`config.mk`:
```
export PLATFORM = sky130hd
export DESIGN_NAME = bomb_manager
export DESIGN_NICKNAME = d
export VERILOG_FILES = /design/src/rtl/bomb_manager.sv
export SDC_FILE = /design/constraint.sdc
export NUM_CORES = 1
export LEC_CHECK = 0
export ABC_CLOCK_PERIOD_IN_PS = 3300
export BUFFER_PORTS_ARGS = -buffer_cell sky130_fd_sc_hd__buf_2
export CELL_PAD_IN_SITES_DETAIL_PLACEMENT = 1
export CELL_PAD_IN_SITES_GLOBAL_PLACEMENT = 2
export CORE_ASPECT_RATIO = 0.6
export CORE_MARGIN = 2
export CORE_UTILIZATION = 36
export CTS_CLUSTER_SIZE = 8
export DETAILED_ROUTE_END_ITERATION = 8
export PLACE_DENSITY = 0.89
export SLEW_MARGIN = 20
export SYNTH_ARGS = -nofsm -noshare
export SYNTH_HDL_FRONTEND = slang
export SYNTH_SLANG_ARGS = --single-unit
```
`constraint.sdc`:
```
create_clock -name clock -period 3.3 [get_ports clock]
set_input_delay 0 -clock clock [delete_from_list [all_inputs] [get_ports clock]]
set_output_delay 0 -clock clock [all_outputs]
set_load 0.01 [all_outputs]
```
`src/rtl/bomb_manager.sv`:
```
// rtl/bomb_manager.sv - bomb slot lifecycle: placement, fuse, blast, chain reaction, stun
//
// Ports:
//   clock, Reset          rising-edge clock, synchronous active-low reset
//   tick                  game-tick enable for fuse/blast counters
//   bombRequestP1/P2      player bomb request levels (rising edge acted on)
//   p1X/p1Y, p2X/p2Y      player grid positions (6 bits, valid cells 0..15)
//   bombAcceptedP1/P2     one-cycle pulse when a request took a slot
//   stunnedP1/P2          player inside a live blast (registered)
//   activeCount           number of non-idle slots (registered)
//   querySlot             renderer slot index
//   slotState/slotX/slotY combinational view of the queried slot
module bomb_manager #(
  parameter int MAX_BOMBS    = 4,
  parameter int FUSE_TICKS   = 48,
  parameter int BLAST_TICKS  = 8,
  parameter int BLAST_RADIUS = 2
) (
  input  logic       clock,
  input  logic       Reset,
  input  logic       tick,
  input  logic       bombRequestP1,
  input  logic [5:0] p1X,
  input  logic [5:0] p1Y,
  input  logic       bombRequestP2,
  input  logic [5:0] p2X,
  input  logic [5:0] p2Y,
  output logic       bombAcceptedP1,
  output logic       bombAcceptedP2,
  output logic       stunnedP1,
  output logic       stunnedP2,
  output logic [3:0] activeCount,
  input  logic [2:0] querySlot,
  output logic [1:0] slotState,
  output logic [3:0] slotX,
  output logic [3:0] slotY
);

  localparam int CNT_MAX = (FUSE_TICKS > BLAST_TICKS) ? FUSE_TICKS : BLAST_TICKS;
  localparam int CNT_W   = (CNT_MAX > 2) ? $clog2(CNT_MAX) : 1;

  typedef enum logic [1:0] {
    S_IDLE  = 2'd0,
    S_FUSE  = 2'd1,
    S_BLAST = 2'd2
  } slot_state_t;

  slot_state_t       slot_state [MAX_BOMBS];
  logic [3:0]        slot_x     [MAX_BOMBS];
  logic [3:0]        slot_y     [MAX_BOMBS];
  logic [CNT_W-1:0]  slot_cnt   [MAX_BOMBS];

  slot_state_t       next_state [MAX_BOMBS];
  logic [3:0]        next_x     [MAX_BOMBS];
  logic [3:0]        next_y     [MAX_BOMBS];
  logic [CNT_W-1:0]  next_cnt   [MAX_BOMBS];

  logic prev_p1, prev_p2;
  logic req1, req2, ok_pos1, ok_pos2, dup1, dup2;
  logic found1, found2, valid1, valid2, same_cell;
  int   idx1, idx2;
  logic [MAX_BOMBS-1:0] chain_hit;
  logic stun1_next, stun2_next;
  logic [3:0] count_next;

  // Plus-shaped footprint test. Differences are 5-bit magnitudes so a blast
  // near one edge never reaches around to the opposite edge.
  function automatic logic covers(input logic [3:0] bx, input logic [3:0] by,
                                  input logic [5:0] px, input logic [5:0] py);
    logic [4:0] dx, dy;
    if (px > 6'd15 || py > 6'd15) return 1'b0;
    dx = (px[3:0] >= bx) ? ({1'b0, px[3:0]} - {1'b0, bx}) : ({1'b0, bx} - {1'b0, px[3:0]});
    dy = (py[3:0] >= by) ? ({1'b0, py[3:0]} - {1'b0, by}) : ({1'b0, by} - {1'b0, py[3:0]});
    return ((py[3:0] == by) && (dx <= 5'(BLAST_RADIUS))) ||
           ((px[3:0] == bx) && (dy <= 5'(BLAST_RADIUS)));
  endfunction

  always_comb begin
    req1       = bombRequestP1 & ~prev_p1;
    req2       = bombRequestP2 & ~prev_p2;
    ok_pos1    = (p1X <= 6'd15) && (p1Y <= 6'd15);
    ok_pos2    = (p2X <= 6'd15) && (p2Y <= 6'd15);
    same_cell  = (p1X == p2X) && (p1Y == p2Y);
    dup1       = 1'b0;
    dup2       = 1'b0;
    found1     = 1'b0;
    found2     = 1'b0;
    idx1       = 0;
    idx2       = 0;
    chain_hit  = '0;
    stun1_next = 1'b0;
    stun2_next = 1'b0;
    count_next = 4'd0;

    for (int i = 0; i < MAX_BOMBS; i++) begin
      if (slot_state[i] != S_IDLE) begin
        count_next = count_next + 4'd1;
        if ({2'b00, slot_x[i]} == p1X && {2'b00, slot_y[i]} == p1Y) dup1 = 1'b1;
        if ({2'b00, slot_x[i]} == p2X && {2'b00, slot_y[i]} == p2Y) dup2 = 1'b1;
      end
      if (slot_state[i] == S_IDLE && !found1) begin
        found1 = 1'b1;
        idx1   = i;
      end
    end
    valid1 = req1 && ok_pos1 && !dup1 && found1;

    // P2 searches above P1's slot only when P1 is actually allocating.
    for (int i = 0; i < MAX_BOMBS; i++) begin
      if (slot_state[i] == S_IDLE && !found2 && !(valid1 && i <= idx1)) begin
        found2 = 1'b1;
        idx2   = i;
      end
    end
    valid2 = req2 && ok_pos2 && !dup2 && found2 && !(valid1 && same_cell);

    for (int j = 0; j < MAX_BOMBS; j++) begin
      if (slot_state[j] == S_BLAST) begin
        if (covers(slot_x[j], slot_y[j], p1X, p1Y)) stun1_next = 1'b1;
        if (covers(slot_x[j], slot_y[j], p2X, p2Y)) stun2_next = 1'b1;
        for (int i = 0; i < MAX_BOMBS; i++) begin
          if (covers(slot_x[j], slot_y[j], {2'b00, slot_x[i]}, {2'b00, slot_y[i]}))
            chain_hit[i] = 1'b1;
        end
      end
    end

    for (int i = 0; i < MAX_BOMBS; i++) begin
      next_state[i] = slot_state[i];
      next_x[i]     = slot_x[i];
      next_y[i]     = slot_y[i];
      next_cnt[i]   = slot_cnt[i];
      if (tick) begin
        case (slot_state[i])
          S_FUSE: begin
            // A neighbouring blast detonates this bomb early, whatever its fuse.
            if (slot_cnt[i] == '0 || chain_hit[i]) begin
              next_state[i] = S_BLAST;
              next_cnt[i]   = CNT_W'(BLAST_TICKS - 1);
            end else begin
              next_cnt[i] = slot_cnt[i] - 1'b1;
            end
          end
          S_BLAST: begin
            if (slot_cnt[i] == '0) begin
              next_state[i] = S_IDLE;
            end else begin
              next_cnt[i] = slot_cnt[i] - 1'b1;
            end
          end
          default: ;
        endcase
      end
      // Allocation only targets slots that are IDLE now, so it never races
      // with the tick update above.
      if (valid1 && i == idx1) begin
        next_state[i] = S_FUSE;
        next_x[i]     = p1X[3:0];
        next_y[i]     = p1Y[3:0];
        next_cnt[i]   = CNT_W'(FUSE_TICKS - 1);
      end
      if (valid2 && i == idx2) begin
        next_state[i] = S_FUSE;
        next_x[i]     = p2X[3:0];
        next_y[i]     = p2Y[3:0];
        next_cnt[i]   = CNT_W'(FUSE_TICKS - 1);
      end
    end
  end

  always_ff @(posedge clock) begin
    if (!Reset) begin
      for (int i = 0; i < MAX_BOMBS; i++) begin
        slot_state[i] <= S_IDLE;
        slot_x[i]     <= 4'd0;
        slot_y[i]     <= 4'd0;
        slot_cnt[i]   <= '0;
      end
      prev_p1        <= 1'b0;
      prev_p2        <= 1'b0;
      bombAcceptedP1 <= 1'b0;
      bombAcceptedP2 <= 1'b0;
      stunnedP1      <= 1'b0;
      stunnedP2      <= 1'b0;
      activeCount    <= 4'd0;
    end else begin
      for (int i = 0; i < MAX_BOMBS; i++) begin
        slot_state[i] <= next_state[i];
        slot_x[i]     <= next_x[i];
        slot_y[i]     <= next_y[i];
        slot_cnt[i]   <= next_cnt[i];
      end
      prev_p1        <= bombRequestP1;
      prev_p2        <= bombRequestP2;
      bombAcceptedP1 <= valid1;
      bombAcceptedP2 <= valid2;
      stunnedP1      <= stun1_next;
      stunnedP2      <= stun2_next;
      activeCount    <= count_next;
    end
  end

  always_comb begin
    slotState = 2'd0;
    slotX     = 4'd0;
    slotY     = 4'd0;
    for (int i = 0; i < MAX_BOMBS; i++) begin
      if (querySlot == 3'(i)) begin
        slotState = slot_state[i];
        slotX     = slot_x[i];
        slotY     = slot_y[i];
      end
    end
  end

endmodule

```
==> impl_metrics.toml, run 1 <==
[worst_setup_path]
critPathLaunchType = "register"
crit_slowest_cell = "or4_1"
crit_type = "register to register"
cp_cell_sequence = "buf_4 -> ha_1 -> nor2b_1 -> or4_1 -> o311a_1 -> buf_4 -> a21oi_1 -> o211ai_1 -> and4b_1 -> buf_4 -> buf_4 -> a311o_1 -> a21oi_1"
critPathCaptureType = "register"
cpPeakStageDelay_ns = 0.47
r2r_start = "slot_x[0][9]$_SDFFE_PN0P_"
crit_top_cell = "buf_4"
crit_start = "slot_x[0][9]$_SDFFE_PN0P_"
crit_path_max_fanout = 6
crit_family = "compound AO/OA/AOI/OAI gates"
cp_num_buf_inv = 4
rrSetupSlack_ns = -0.03
r2r-end = "slot_state[0][5]$_SDFFE_PP0P_"
reg2regPathDepth = 13
worstPathRequired_ns = 3.60
arrival_ns = 3.63

[logic_synthesis]
yosysUniqueCellTypes = 84
ys_top_cells_by_area = "ha_1 (22%), dfxtp_1 (11%), fa_1 (7.9%)"
syn_area_sq_um = 14110
synth_edf_count = 0
syn_inst = 1732
synth_area_per_cell_sq_um = 8.146
yosysTopAreaCellShare = 0.2217
synth_top_area_cell = "ha_1"
ys.warnings.count = 0
async_flop_share = 0
synth.most_common_cell = "ha_1"
ys.flop_type = "dfxtp_1"
ys_seq_area_frac = 0.1050
ys_ff_latch = 74
synth_common_cells = "ha_1 (250), inv_1 (150), nor2_1 (131)"
synth_fp_nets = 2070

[sta]
maxSlewHeadroom = 0.4874
worst_pin_slew_ns = 0.7680
finClkSkew_ns = 0.01366
final-hold-violation-count = 0
rsz0062_at_grt = "yes"
min_period_ns = 3.326
max_freq_mhz = 300.7
setup_viol = 1
finalCritPeriodShare = 1.008
finalWorstSetupSlack_ns = -0.02569
drv_slew = 0

[min_path]
min_from = "p2Y[4]"
holdPathEnd = "stunnedP2$_SDFF_PN0_"
hold_depth = 5
hold_class = "input pin to register"

[layout]
utilization = 0.4487
diodes = 0
finalNetCount = 2347
drive_above_1_share = 0.2125
area_growth_pct = 23.46
fill_cells = 4717
stdcell_area_sq_um = 17420

[drt]
met1Wirelength_mm = 30.03
wl_met3_mm = 6.949
ant_nets = 0
totalWireLength_mm = 64.12
avgRoutedWirePerCell_um = 25.28
drc = 0
routed-wl-met2_mm = 25.46
viasPerCell = 6.121
dr.pass1.iters = 6
via_count = 15520
highest_layer = "met4"
drtIter0Drc = 1497

[global_routing]
grt_pass1_wl_mm = 96.89
overflow = 0
grt_max_degree = 38
antenna_found_initial = 0
grt_util_all_layers = 0.3138
grt_pass1_vias = 15880

[run_status]
status = "complete, but fails checks"
violations = "negative setup slack"

[floorplan]
rows = 56
die_h_um = 157.3
io-pin-count = 50
floorplan.initialDensity = 0.3635
die-area_sq_um = 40840
die-width_um = 259.6
core_area_sq_um = 38820

[place]
place_area_sq_um = 16770
dp_hpwl_mm = 53.23
port_buffers = 49
place_congestion = 1.062

[clock_network]
htree_levels = 3
clockBufferDepth = 2
cts_buffers = 9
clkTransAtPathRegs_ns = 0.08
cts_tree = "done"
insertion_delay_ns = 0.38
cts-root-buf = "clkbuf_16"
cts.sinks = 74

[power_and_ir_drop]
irDropWorstVdd_uv = 168.8
total_power_uw = 3416
cellLeakagePower_uw = 0.007515
power_density_nw_per_um2 = 196.1

[run]
maxCapViolations = 0
-- worst min-delay path: cells and delay by family --
kind	cells	cell delay [ns]
compound gates	1	0.05
simple gates	2	0.12
buf+inv	2	0.24
-- worst max-delay path by stage --
stage	slack (ns)	endpoint	depth (start not counted)
6_report	-0.03	slot_state[0][5]$_SDFFE_PP0P_	13
5_1_grt	-0.07	slot_state[0][5]$_SDFFE_PP0P_	14
4_1_cts	0.005	slot_state[0][5]$_SDFFE_PP0P_	14
3_5_place_dp	-0.11	slot_x[0][10]$_SDFFE_PN0P_	12
3_3_place_gp	0.01	slot_state[0][5]$_SDFFE_PP0P_	12
2_1_floorplan	0.001	slot_cnt[1][0]$_SDFFE_PN0P_	9
-- cell families (layout without fill, tap and decap cells) --
logic type / after synthesis / in the layout / synth area share
AO/OA/AOI/OAI: 492 / 492 / 0.2419
AND/OR/NAND/NOR: 551 / 551 / 0.2122
other: 1 / 1 / 0.0002658
flip-flops: 74 / 74 / 0.1050
buffers and inverters: 196 / 478 / 0.05339
adder cells (fa/ha/maj): 306 / 306 / 0.3012
multiplexers: 69 / 69 / 0.05933
XOR/XNOR: 43 / 43 / 0.02669
-- layout make-up --
type / instances / area [sq um] / share of cell area
inverters: 152 / 581.8 / 0.03340
flip-flops and latches: 74 / 1499 / 0.08606
clock inverters: 6 / 90.09 / 0.005172
well taps: 522 / 653.1 / 0.03750
clock buffers: 10 / 229.0 / 0.01315
repair buffers: 310 / 2263 / 0.1299
multi-input cells: 1462 / 12100 / 0.6948
-- repair_timing --
| item | CTS | global route |
|---|---|---|
| hold endpoints to repair | 2 | 0 |
| buffers inserted | 2 | 5 |
| resized for setup | 12 | 59 |
| gates cloned | 0 | 0 |
| pin swaps | 1 | 10 |
| endpoints found under the setup margin | 15 | 44 |
| hold buffers | 2 | 0 |
-- cell usage in the layout, fill, tap and decap left out, types with 13 or more instances in the layout --
cell,instances
buf_4,254
nor2_1,130
nand3_1,18
o211ai_1,24
nand2b_1,29
o31a_1,15
mux2i_1,50
o21a_1,21
nand4_1,33
a31oi_1,14
a211oi_1,33
inv_1,140
buf_2,49
xnor2_1,34
a21o_1,15
o31ai_1,18
dfxtp_1,62
nor2b_1,43
nor3_1,35
ha_1,245
and4_1,16
a311oi_1,13
nand3b_1,16
nand2_1,112
o21ai_0,76
fa_1,55
a21oi_1,116
-- routing by layer --
layer  up-vias  GRT usage
met5         -          0
met3       107     0.1105
met1      7804     0.4409
met4         0    0.08648
li1       6964          -
met2       647     0.4481
-- power breakdown --
group	leakage [uW]	switching, uW	internal [uW]
Sequential	0.000604	18.2	914
Clock	0.000153	504	667
Combinational	0.00676	792	521
-- state kept, by name, indices dropped and copies added, names as in the netlist --
name and cells:
bombAcceptedP1 1, prev_p2 1, stunnedP2 1, slot_y 16, bombAcceptedP2 1, slot_state 8, prev_p1 1, slot_cnt 24
activeCount 4, stunnedP1 1, slot_x 16
-- stage by stage --
step	cells	TNS [ns]	setup WS, ns	hold slack [ns]
detailed placement	2511	-0.5635	-0.1139	0.2212
floorplan	1732	0	0.001482	0.04641
global route	2536	-0.1864	-0.07227	0.09947
CTS	2531	0	0.005337	0.06316
global placement	2511	0	0.01322	0.2157
finish	2536	-0.02569	-0.02569	0.06430
(Power assumes the default switching activity.)
==> run 2, diff against run 1 <==
--- a/config.mk
+++ b/config.mk
@@ -15,6 +15,7 @@
 export CTS_CLUSTER_SIZE = 8
 export DETAILED_ROUTE_END_ITERATION = 8
 export PLACE_DENSITY = 0.89
+export SKIP_CTS_REPAIR_TIMING = 1
 export SLEW_MARGIN = 20
 export SYNTH_ARGS = -nofsm -noshare
 export SYNTH_HDL_FRONTEND = slang
==> impl_metrics.toml, run 2 (synthesized netlist as in run 1, its figures left out) <==
[run_status]
violations = "negative setup slack"
status = "complete, but fails checks"

[layout]
diodes = 0
drive_above_1_share = 0.2125
final_common_cell = "buf_4"
fill_cells = 4708
regMostFlops = "slot_cnt"
finalNonFillerCells = 2536
area_growth_pct = 23.54
layout_common_cells = "buf_4 (250), ha_1 (244), inv_1 (141)"
utilization = 0.4490
reg_top3 = "slot_cnt (24), slot_x (16), slot_y (16)"
finalNetCount = 2347
largest_reg_flops = 24
seq_area_sq_um = 1500
multiInputGateArea_sq_um = 12100

[place]
pre_cts_slack_ns = -0.1139
dp_hpwl_mm = 53.23
dp_cells = 2511
place_congestion = 1.062
port_buffers = 49

[worst_setup_path]
rrSetupSlack_ns = -0.02
crit_slowest_cell = "or4_1"
critPathCaptureType = "register"
worstPathRequired_ns = 3.60
crit_family = "compound AO/OA/AOI/OAI gates"
crit_top_cell = "buf_4"
critPathLaunchType = "register"
cp_cell_sequence = "buf_6 -> ha_1 -> nor2b_1 -> or4_1 -> o311a_1 -> a221oi_2 -> o211ai_1 -> and4b_1 -> buf_4 -> buf_4 -> a311o_1 -> a21oi_2"
reg2regPathDepth = 12
r2r_start = "slot_x[0][9]$_SDFFE_PN0P_"
crit_path_max_fanout = 6
cp_num_buf_inv = 3
crit_type = "register to register"
arrival_ns = 3.63
r2r-end = "slot_state[0][5]$_SDFFE_PP0P_"
cpPeakStageDelay_ns = 0.47

[sta]
setup_viol = 1
worst_pin_slew_ns = 0.7300
finClkSkew_ns = 0.02092
fin_tns_setup_ns = -0.02192
min_period_ns = 3.322
finalWorstSetupSlack_ns = -0.02192
finalCritPeriodShare = 1.007
drv_slew = 0
max_freq_mhz = 301.0
holdWs_ns = 0.05895
maxSlewHeadroom = 0.5082
rsz0062_at_grt = "yes"
final-hold-violation-count = 0

[min_path]
min_from = "p2Y[4]"
hold_class = "input pin to register"
holdPathEnd = "stunnedP2$_SDFF_PN0_"
hold_depth = 5

[clock_network]
cts.sinks = 74
htree_levels = 3
clkTransAtPathRegs_ns = 0.08
clockBufferDepth = 2
cts-root-buf = "clkbuf_16"
insertion_delay_ns = 0.39
cts_tree = "done"
cts_buffers = 9

[power_and_ir_drop]
cellLeakagePower_uw = 0.007516
power_density_nw_per_um2 = 195.8
irDropWorstVdd_uv = 190.4

[global_routing]
grt_util_all_layers = 0.3126
antenna_found_initial = 0
grt_pass1_wl_mm = 96.46
overflow = 0
grt_pass1_vias = 15790
grt_max_degree = 38

[floorplan]
die_h_um = 157.3
io-pin-count = 50
die-width_um = 259.6
rows = 56
core_area_sq_um = 38820
die-area_sq_um = 40840
floorplan.initialDensity = 0.3635

[drt]
ant_nets = 0
wl_met3_mm = 6.931
drc = 0
met1Wirelength_mm = 30.08
drtIter0Drc = 1389
dr.pass1.iters = 5
totalWireLength_mm = 64.25
viasPerCell = 6.108
via_count = 15490
routed-wl-met2_mm = 25.54
highest_layer = "met4"
avgRoutedWirePerCell_um = 25.33

[run]
maxCapViolations = 0
## run 2: layout make-up
class,instances,area share
multi-input cells,1462,0.6940
repair buffers,310,0.1307
flip-flops and latches,74,0.08607
well taps,522,0.03747
inverters,152,0.03338
clock buffers,10,0.01314
clock inverters,6,0.005169
## run 2: stage by stage
stage	power, uW	area (sq um)
after floorplan	1705	14120
after global placement	2158	16770
after detailed placement	2205	16770
after CTS	3365	17090
after global routing	3567	17430
final	3413	17430
## run 2: worst max-delay path by stage
stage / from / to / slack, ns / cells after the start
finish: slot_x[0][9]$_SDFFE_PN0P_ / slot_state[0][5]$_SDFFE_PP0P_ / -0.02 / 12
CTS: slot_x[0][11]$_SDFFE_PN0P_ / slot_state[0][5]$_SDFFE_PP0P_ / -0.13 / 12
floorplan: slot_y[0][5]$_SDFFE_PN0P_ / slot_cnt[1][0]$_SDFFE_PN0P_ / 0.001 / 9
global route: slot_x[0][11]$_SDFFE_PN0P_ / slot_state[0][5]$_SDFFE_PP0P_ / -0.05 / 12
global placement: slot_y[0][7]$_SDFFE_PN0P_ / slot_state[0][5]$_SDFFE_PP0P_ / 0.01 / 12
detailed placement: slot_y[0][13]$_SDFFE_PN0P_ / slot_x[0][10]$_SDFFE_PN0P_ / -0.11 / 12
## run 2: routing by layer
layer  GRT usage  vias up
li1            -     6965
met1      0.4424     7826
met2      0.4434      602
met3      0.1064       97
met4     0.08922        0
met5           0        -
## run 2: where the power goes
part           internal [uW]  switching [uW]
clock network            667             500
logic                    521             792
registers                914            18.2
total                   2100            1310
## run 2: worst min-delay path, cell delays in order
cell and delay [ns]:
buf_2 0.10, nor4_1 0.04, buf_4 0.14, nand2_1 0.08
a41oi_1 0.05
